**config.mk**
```make
export PLATFORM = sky130hd
export DESIGN_NAME = bnn_seq_ctrl
export DESIGN_NICKNAME = d
export VERILOG_FILES = /design/src/rtl/bnn_pkg.sv /design/src/rtl/bnn_rd_pipe.sv /design/src/rtl/bnn_seq_ctrl.sv
export SDC_FILE = /design/constraint.sdc
export NUM_CORES = 1
export LEC_CHECK = 0
export CAP_MARGIN = 20
export CORE_ASPECT_RATIO = 1.25
export CORE_MARGIN = 8
export CORE_UTILIZATION = 35
export CTS_BUF_LIST = sky130_fd_sc_hd__clkbuf_4
export DETAILED_ROUTE_END_ITERATION = 12
export GPL_TIMING_DRIVEN = 0
export SYNTH_ARGS = -nofsm -noshare
export SYNTH_HDL_FRONTEND = slang
export SYNTH_SLANG_ARGS = --single-unit
```
**constraint.sdc**
```tcl
create_clock -name clk -period 2.5 [get_ports clk]
set_input_delay 0.75 -clock clk [delete_from_list [all_inputs] [get_ports clk]]
set_output_delay 0.75 -clock clk [all_outputs]
set_load 0.01 [all_outputs]
```
**src/rtl/bnn_pkg.sv**
```systemverilog
// Shared types and default sizes for the binary-multiply sequencer.
package bnn_pkg;

    localparam int unsigned ADDR_W_DEF  = 8;
    localparam int unsigned ROWS_DEF    = 7;
    localparam int unsigned RD_LAT_DEF  = 1;
    localparam int unsigned MAC_LAT_DEF = 1;
    localparam int unsigned RES_W_DEF   = 7;
    localparam int unsigned IDX_W       = 8;

    typedef logic signed [RES_W_DEF-1:0] res_t;

    typedef enum logic [2:0] {
        S_IDLE,
        S_WLOAD,
        S_WDRAIN,
        S_CLR,
        S_FEED,
        S_DRAIN,
        S_OUT,
        S_FIN
    } state_e;

endpackage

```
**src/rtl/bnn_rd_pipe.sv**
```systemverilog
// Tracks SRAM reads in flight; each tap marks a weight or image word arriving.
module bnn_rd_pipe
    import bnn_pkg::*;
#(
    parameter int unsigned DEPTH = RD_LAT_DEF
) (
    input  logic clk,
    input  logic rst,
    input  logic rd_vld,
    input  logic rd_wgt,
    output logic w_en,
    output logic img_vld
);

    logic [DEPTH-1:0] w_sr;
    logic [DEPTH-1:0] i_sr;

    // {valid, is_weight} split into two one-hot lanes so both outputs come straight from flops
    always_ff @(posedge clk or posedge rst) begin
        if (rst) begin
            w_sr <= '0;
            i_sr <= '0;
        end else begin
            w_sr[0] <= rd_vld & rd_wgt;
            i_sr[0] <= rd_vld & ~rd_wgt;
            for (int i = 1; i < DEPTH; i++) begin
                w_sr[i] <= w_sr[i-1];
                i_sr[i] <= i_sr[i-1];
            end
        end
    end

    assign w_en    = w_sr[DEPTH-1];
    assign img_vld = i_sr[DEPTH-1];

endmodule

```
**src/rtl/bnn_seq_ctrl.sv**
```systemverilog
// Sequencer: loads the weight column, then feeds 7-row image windows and
// returns one signed popcount result per window over a valid/ready port.
module bnn_seq_ctrl
    import bnn_pkg::*;
#(
    parameter int unsigned ADDR_W  = ADDR_W_DEF,
    parameter int unsigned ROWS    = ROWS_DEF,
    parameter int unsigned RD_LAT  = RD_LAT_DEF,
    parameter int unsigned MAC_LAT = MAC_LAT_DEF,
    parameter int unsigned RES_W   = RES_W_DEF
) (
    input  logic                    clk,
    input  logic                    rst,
    input  logic                    start,
    input  logic [ADDR_W-1:0]       wgt_base,
    input  logic [ADDR_W-1:0]       img_base,
    input  logic [IDX_W-1:0]        n_win,
    output logic [ADDR_W-1:0]       addr_r,
    output logic                    w_en,
    output logic                    c_rst,
    input  logic signed [RES_W-1:0] be_in,
    output logic                    res_valid,
    input  logic                    res_ready,
    output logic signed [RES_W-1:0] res_data,
    output logic [IDX_W-1:0]        res_idx,
    output logic                    busy,
    output logic                    done
);

    localparam int unsigned ROW_W = (ROWS > 1) ? $clog2(ROWS) : 1;
    localparam int unsigned RIN_W = $clog2(ROWS + 1);
    localparam int unsigned CNT_W = $clog2(RD_LAT + MAC_LAT + 1);

    state_e              state;
    logic [ROW_W-1:0]    row;
    logic [RIN_W-1:0]    rows_in;
    logic [CNT_W-1:0]    cnt;
    logic [IDX_W-1:0]    k;
    logic [IDX_W-1:0]    n_win_q;
    logic [ADDR_W-1:0]   win_base;
    logic                rd_vld_c;
    logic                rd_wgt_c;
    logic                img_vld;

    assign rd_vld_c = (state == S_WLOAD) || (state == S_FEED);
    assign rd_wgt_c = (state == S_WLOAD);

    bnn_rd_pipe #(
        .DEPTH   (RD_LAT)
    ) u_rd_pipe (
        .clk     (clk),
        .rst     (rst),
        .rd_vld  (rd_vld_c),
        .rd_wgt  (rd_wgt_c),
        .w_en    (w_en),
        .img_vld (img_vld)
    );

    // addr_r is loaded on entry to a read state so it is valid in the state's first cycle
    always_ff @(posedge clk or posedge rst) begin
        if (rst) begin
            state     <= S_IDLE;
            addr_r    <= '0;
            c_rst     <= 1'b0;
            res_valid <= 1'b0;
            res_data  <= '0;
            res_idx   <= '0;
            busy      <= 1'b0;
            done      <= 1'b0;
            row       <= '0;
            rows_in   <= '0;
            cnt       <= '0;
            k         <= '0;
            n_win_q   <= '0;
            win_base  <= '0;
        end else begin
            done  <= 1'b0;
            c_rst <= 1'b0;
            if (img_vld) begin
                rows_in <= rows_in + RIN_W'(1);
            end

            case (state)
                S_IDLE: begin
                    if (start) begin
                        addr_r   <= wgt_base;
                        win_base <= img_base;
                        n_win_q  <= n_win;
                        row      <= '0;
                        k        <= '0;
                        busy     <= 1'b1;
                        state    <= S_WLOAD;
                    end
                end

                S_WLOAD: begin
                    if (row == ROW_W'(ROWS - 1)) begin
                        row   <= '0;
                        cnt   <= '0;
                        state <= S_WDRAIN;
                    end else begin
                        row    <= row + ROW_W'(1);
                        addr_r <= addr_r + ADDR_W'(1);
                    end
                end

                S_WDRAIN: begin
                    if (cnt == CNT_W'(RD_LAT - 1)) begin
                        if (n_win_q == '0) begin
                            done  <= 1'b1;
                            state <= S_FIN;
                        end else begin
                            c_rst <= 1'b1;
                            state <= S_CLR;
                        end
                    end else begin
                        cnt <= cnt + CNT_W'(1);
                    end
                end

                S_CLR: begin
                    addr_r  <= win_base;
                    row     <= '0;
                    rows_in <= '0;
                    state   <= S_FEED;
                end

                S_FEED: begin
                    if (row == ROW_W'(ROWS - 1)) begin
                        row   <= '0;
                        cnt   <= '0;
                        state <= S_DRAIN;
                    end else begin
                        row    <= row + ROW_W'(1);
                        addr_r <= addr_r + ADDR_W'(1);
                    end
                end

                // once every row has landed, give the datapath MAC_LAT cycles to settle
                S_DRAIN: begin
                    if (rows_in == RIN_W'(ROWS)) begin
                        if (cnt == CNT_W'(MAC_LAT - 1)) begin
                            res_data  <= be_in;
                            res_idx   <= k;
                            res_valid <= 1'b1;
                            state     <= S_OUT;
                        end else begin
                            cnt <= cnt + CNT_W'(1);
                        end
                    end
                end

                S_OUT: begin
                    if (res_ready) begin
                        res_valid <= 1'b0;
                        k         <= k + IDX_W'(1);
                        win_base  <= win_base + ADDR_W'(ROWS);
                        if ((k + IDX_W'(1)) == n_win_q) begin
                            done  <= 1'b1;
                            state <= S_FIN;
                        end else begin
                            c_rst <= 1'b1;
                            state <= S_CLR;
                        end
                    end
                end

                S_FIN: begin
                    busy  <= 1'b0;
                    state <= S_IDLE;
                end

                default: begin
                    busy  <= 1'b0;
                    state <= S_IDLE;
                end
            endcase
        end
    end

endmodule
```
# Word-level counts from Yosys, hierarchy flattened
# Cells that the tools add are included.
dict set report classes {
  n_addsub 6
  eq_ne 19
  n_mux 44
  bitwise 3
  reduce_logical 20
}
# operator n
set op_table {}
lappend op_table {{2-to-1 mux 8 bit} 6}
lappend op_table {{2-to-1 mux 3 bit} 13}
lappend op_table {{one-hot mux 8 bit (2 select lines)} 2}
lappend op_table {{one-hot mux 3 bit (8 select lines)} 1}
lappend op_table {{one-hot mux 8 bit (3 select lines)} 1}
lappend op_table {{equality test 3 bit, second input constant} 6}
lappend op_table {{adder 8 x 1 -> 8 bit, second input constant} 2}
lappend op_table {{!= test 2 bit, second input constant} 7}
lappend op_table {{2-to-1 mux 1 bit} 12}
lappend op_table {{AND reduction 3 bit} 4}
lappend op_table {{one-hot mux 3 bit (3 select lines)} 1}
lappend op_table {{adder 8 x 3 -> 8 bit, second input constant} 1}
lappend op_table {{equality test 8 bit} 1}
lappend op_table {{zero test 8 bit} 1}
lappend op_table {{one-hot mux 1 bit (2 select lines)} 4}
lappend op_table {{nonzero test 2 bit} 4}
lappend op_table {{AND reduction 7 bit} 1}
lappend op_table {{adder 3 x 1 -> 3 bit, second input constant} 2}
lappend op_table {{equality test 3 x 2 -> 1 bit, second input constant} 2}
lappend op_table {{2-to-1 mux 2 bit} 3}
lappend op_table {{one-hot mux 2 bit (3 select lines)} 1}
lappend op_table {{AND reduction 2 bit} 3}
lappend op_table {{nonzero test 3 bit} 2}
lappend op_table {{!= test 2 x 1 -> 1 bit, second input constant} 2}
lappend op_table {{9 further kinds} 10}
dict set report totals {
  reg_bits 64
  in_bits 35
  output_inout_bits 28
  elab_cells 108
}

# Depth between registers and ports, before layout
dict set report logic_depth {
  word_depth 5
  ltp_mapped 8
  ltp_nobuf 7
}

# Hierarchy
# From an unflattened synthesis, not the netlist that was laid out.
dict set report hier_totals {
  cells_unflattened 357
  hier_area_um2 3375.7
}
# module n_inst cells_per_inst area_per_inst_um2 seq_area_each_um2
set modules_own_cells {}
lappend modules_own_cells {bnn_seq_ctrl 1 352 3305.7 1551.5}
lappend modules_own_cells {bnn_rd_pipe 1 5 70.1 50.0}

# Least setup slack after synthesis
# OpenSTA, ideal clock, no wires.
dict set report synth_timing {
  path_type {input to register}
  from {in start}
  to {reg n_win_q[0]}
  setup_ps 125
  arrival_ps 1752
  t_required_ps 2375
  slack_ps 624
  stages 3
  n_path_buf 0
  path_cell_list {or3b_4 -> nor2_2 -> mux2_2}
}
dict set report synth_between {
  elab_chain_len 1
}
# element line_no
set synth_rtl {}
lappend synth_rtl {{start: declaration} bnn_seq_ctrl.sv:14} ;# input logic start,
lappend synth_rtl {{AND reduction 2 bit (no line)} --}
lappend synth_rtl {{end signal: assignment} bnn_seq_ctrl.sv:88} ;# n_win_q <= n_win;
lappend synth_rtl {{end: declaration} bnn_seq_ctrl.sv:39} ;# logic [IDX_W-1:0] n_win_q;
# Every way passes these cells.
# A chain may end at the register's enable or synchronous reset.

# Worst setup path after layout
dict set report layout_timing {
  from {reg addr_r[4]}
  to {out addr_r[4]}
}
# element line_no
set layout_lines {}
lappend layout_lines {{start: declaration} bnn_seq_ctrl.sv:18} ;# output logic [ADDR_W-1:0] addr_r,
lappend layout_lines {{start signal: assignment} bnn_seq_ctrl.sv:86} ;# addr_r <= wgt_base;
lappend layout_lines {{start signal: assignment} bnn_seq_ctrl.sv:103} ;# addr_r <= addr_r + ADDR_W'(1);
lappend layout_lines {{start signal: assignment} bnn_seq_ctrl.sv:122} ;# addr_r <= win_base;
# No word-level cell between the ends.

==> impl_metrics.tcl <==
set metrics [dict create \
    design.core.area_mm2 0.00995 \
    cpPeakStageDelay_ps 580 \
    ys_top_cells_by_area "dfrtp_1 45%, mux2_2 7.7%, o21ai_0 4.8%" \
    cts_sinks 64 \
    grt_usage_pct 14.0 \
    ioPinCount 63 \
    antenna_cells 0 \
    worstPathArrival_ps 1460 \
    grt_pass1_wl_um 15400 \
    status "complete, no violations" \
    hold_buffers 0 \
    htree_levels 3 \
    synth_top_family_by_area "compound AO/OA/AOI/OAI gates" \
    cp-startpoint "addr_r[4]" \
    crit_fanout 7 \
    hp-start "res_data[4]" \
    cts_tree "built" \
    slew-limit-headroom_pct 54.1 \
    avgSynthCellArea_um2 9.81 \
    synth_cell_types 56 \
    r2r_slack_ps 560 \
    cts_root_buffer "clkbuf_4" \
    areaGrowthSynthToFinish_pct 26.4 \
    powerDensity_mw_per_mm2 432 \
    worst_slew_pin_slew_ps 688 \
    crit_family "buffers and inverters" \
    dp_hpwl_um 6880 \
    synth_async_sr_flop_share_pct 100 \
    syn_area_mm2 0.00353 \
    min_period_ps 2210 \
    leakage_nw 1.89 \
    preCtsSetupSlack_ps -123 \
    place.gp.congestion 0.843 \
    drive_gt1_share_pct 14.8 \
    instances_no_fill 568 \
    clockBufferDepth 2 \
    die_w_um 106 \
    clock_latency_ps 410 \
    hold_violations 0 \
    crit_slowest_cell "clkdlybuf4s50_1" \
    ys.flop_type "dfrtp_1" \
    crit_buf_inv 1 \
    min_path_type "reg -> reg" \
    wl_per_cell_um 15.9 \
    syn_nets 401 \
    ys_warn_count 0 \
    fmax_mhz 452 \
    synth_seq_cells 64 \
    row_count 41 \
    grt_pass1_vias 3083 \
    avgViaCountPerCell 5.19 \
    postCtsSetupRepairBufs 0 \
    reg2reg_from "state[1]" \
    drv_cap 0 \
    irDropWorstVdd_uv 175 \
    io_buffers 62 \
    crit_path_cell_trace "clkdlybuf4s50_1" \
    grt_max_degree 34 \
    globalRouteOverflowTotal 0 \
    synthMuxAreaShare_pct 9.36 \
    synth_largest_area_cell "dfrtp_1" \
    yosysMostFrequentCell "dfrtp_1" \
    start_kind "flip-flop" \
    first_pass_iters 4 \
    setup_slack_ps 288 \
    required_ps 1750 \
    grt_antenna_before_repair 0 \
    setup_viol 0 \
    synthSimpleGateAreaFrac_pct 15.2 \
    synthCells 360 \
    start_util_pct 35.5 \
    initialDrtViolationCount 134 \
    die_h_um 128 \
    worstSetupPathType "reg -> out" \
    path_clk_slew_ps 110 \
    ys_seq_area_share_pct 45.4 \
    post_cts_resized 0 \
    post-route-period-util_pct 88.5 \
    yosys.area.top_type_share_pct 45.4 \
    nNetsFinal 475 \
    vias 2949 \
    rsz0062_at_grt "no" \
    fin_skew_ps 15.5 \
    dp.cells 552 \
    finalWirelength_um 9040 \
    cp-end-kind "output pin" \
    drt_drc_violations_left 0 \
    synth_xor_area_share_pct 3.58 \
    holdWs_ps 512 \
    synth_edf_count 0 \
    synthTopCellsByCount "64 x dfrtp_1, 34 x o21ai_0, 33 x nand2_1, 27 x a21oi_1, 24 x mux2_2" \
    postRouteAntennaNets 0 \
    die_area_mm2 0.0136 \
    cts_buffers 9 \
    synth_adder_area_share_pct 2.13 \
    maxSlewViolCount 0 \
    synth_compound_area_share_pct 19.7 \
]
routing by layer:
layer	track usage (%)	vias to the layer above	wire length, um	share of wire, %
li1	-	1445	-	-
met1	16.0	1440	3890	43
met2	24.2	56	4620	51
met3	4.07	8	438	4.8
met4	4.73	0	91	1.0
met5	0	-	0	0
flip-flops by register name, indices dropped and copies added, names as in the netlist:
register	count
busy	1
state	3
c_rst	1
res_valid	1
done	1
u_rd_pipe.w_en	1
n_win_q	8
k	8
res_data	7
u_rd_pipe.img_vld	1
win_base	8
res_idx	8
row	3
addr_r	8
cnt	2
rows_in	3
metrics by stage:
step / instance area, um^2 / total power, W / utilization, % / TNS (ps)
after floorplan: 3530 / 0.00116 / - / 0
after global placement: 4310 / 0.00126 / 43.3 / -67090
after detailed placement: 4330 / 0.00126 / 43.5 / -812
after CTS: 4460 / 0.00196 / 44.8 / 0
after global routing: 4460 / 0.00202 / 44.8 / 0
final: 4460 / 0.00193 / 44.8 / 0
where the power goes:
part	total, W	internal, W	switching, W
clock	0.000691	0.000318	0.000373
combinational	0.000164	0.0000988	0.0000651
sequential	0.00108	0.00105	0.0000212
total	0.00193	0.00147	0.000459
cells by family (layout without fill, tap and decap cells):
| family | after synthesis | after routing |
|---|---|---|
| AO/OA/AOI/OAI | 109 | 109 |
| XOR/XNOR | 12 | 12 |
| adder cells (fa/ha/maj) | 6 | 6 |
| buffers and inverters | 35 | 114 |
| flip-flops | 64 | 64 |
| multiplexers | 30 | 30 |
| AND/OR/NAND/NOR | 104 | 104 |
layout by cell type, fill, tap and decap left out, types with 7 or more instances in the layout:
master	netlist	final
clkdlybuf4s50_1	0	62
xnor2_1	7	7
a21oi_1	27	27
clkbuf_4	0	11
nor2_1	18	18
buf_2	10	10
nand3_1	8	8
nor3_1	7	7
inv_1	13	12
mux2_2	24	24
dfrtp_1	64	64
nand2b_1	11	11
o21ai_0	34	34
nand2_1	33	33
o22ai_1	10	10
area by class of cell:
class,count,area (um^2)
plain buffers,22,118
clock buffers,11,82.6
clock inverters,5,47.5
fillers,991,5490
inverters,13,48.8
multi-input cells,261,1760
flip-flops and latches,64,1600
well taps,129,161
repair buffers,63,641
worst paths after layout:
path                                to  cells after the start
max                          addr_r[4]                      1
min                        res_data[4]                      1
max in group asynchronous  res_data[3]                      3
min reg2reg                res_data[4]                      1
min in group asynchronous   n_win_q[4]                      2
max reg2reg                  addr_r[5]                      7
(Power assumes the default switching activity.)
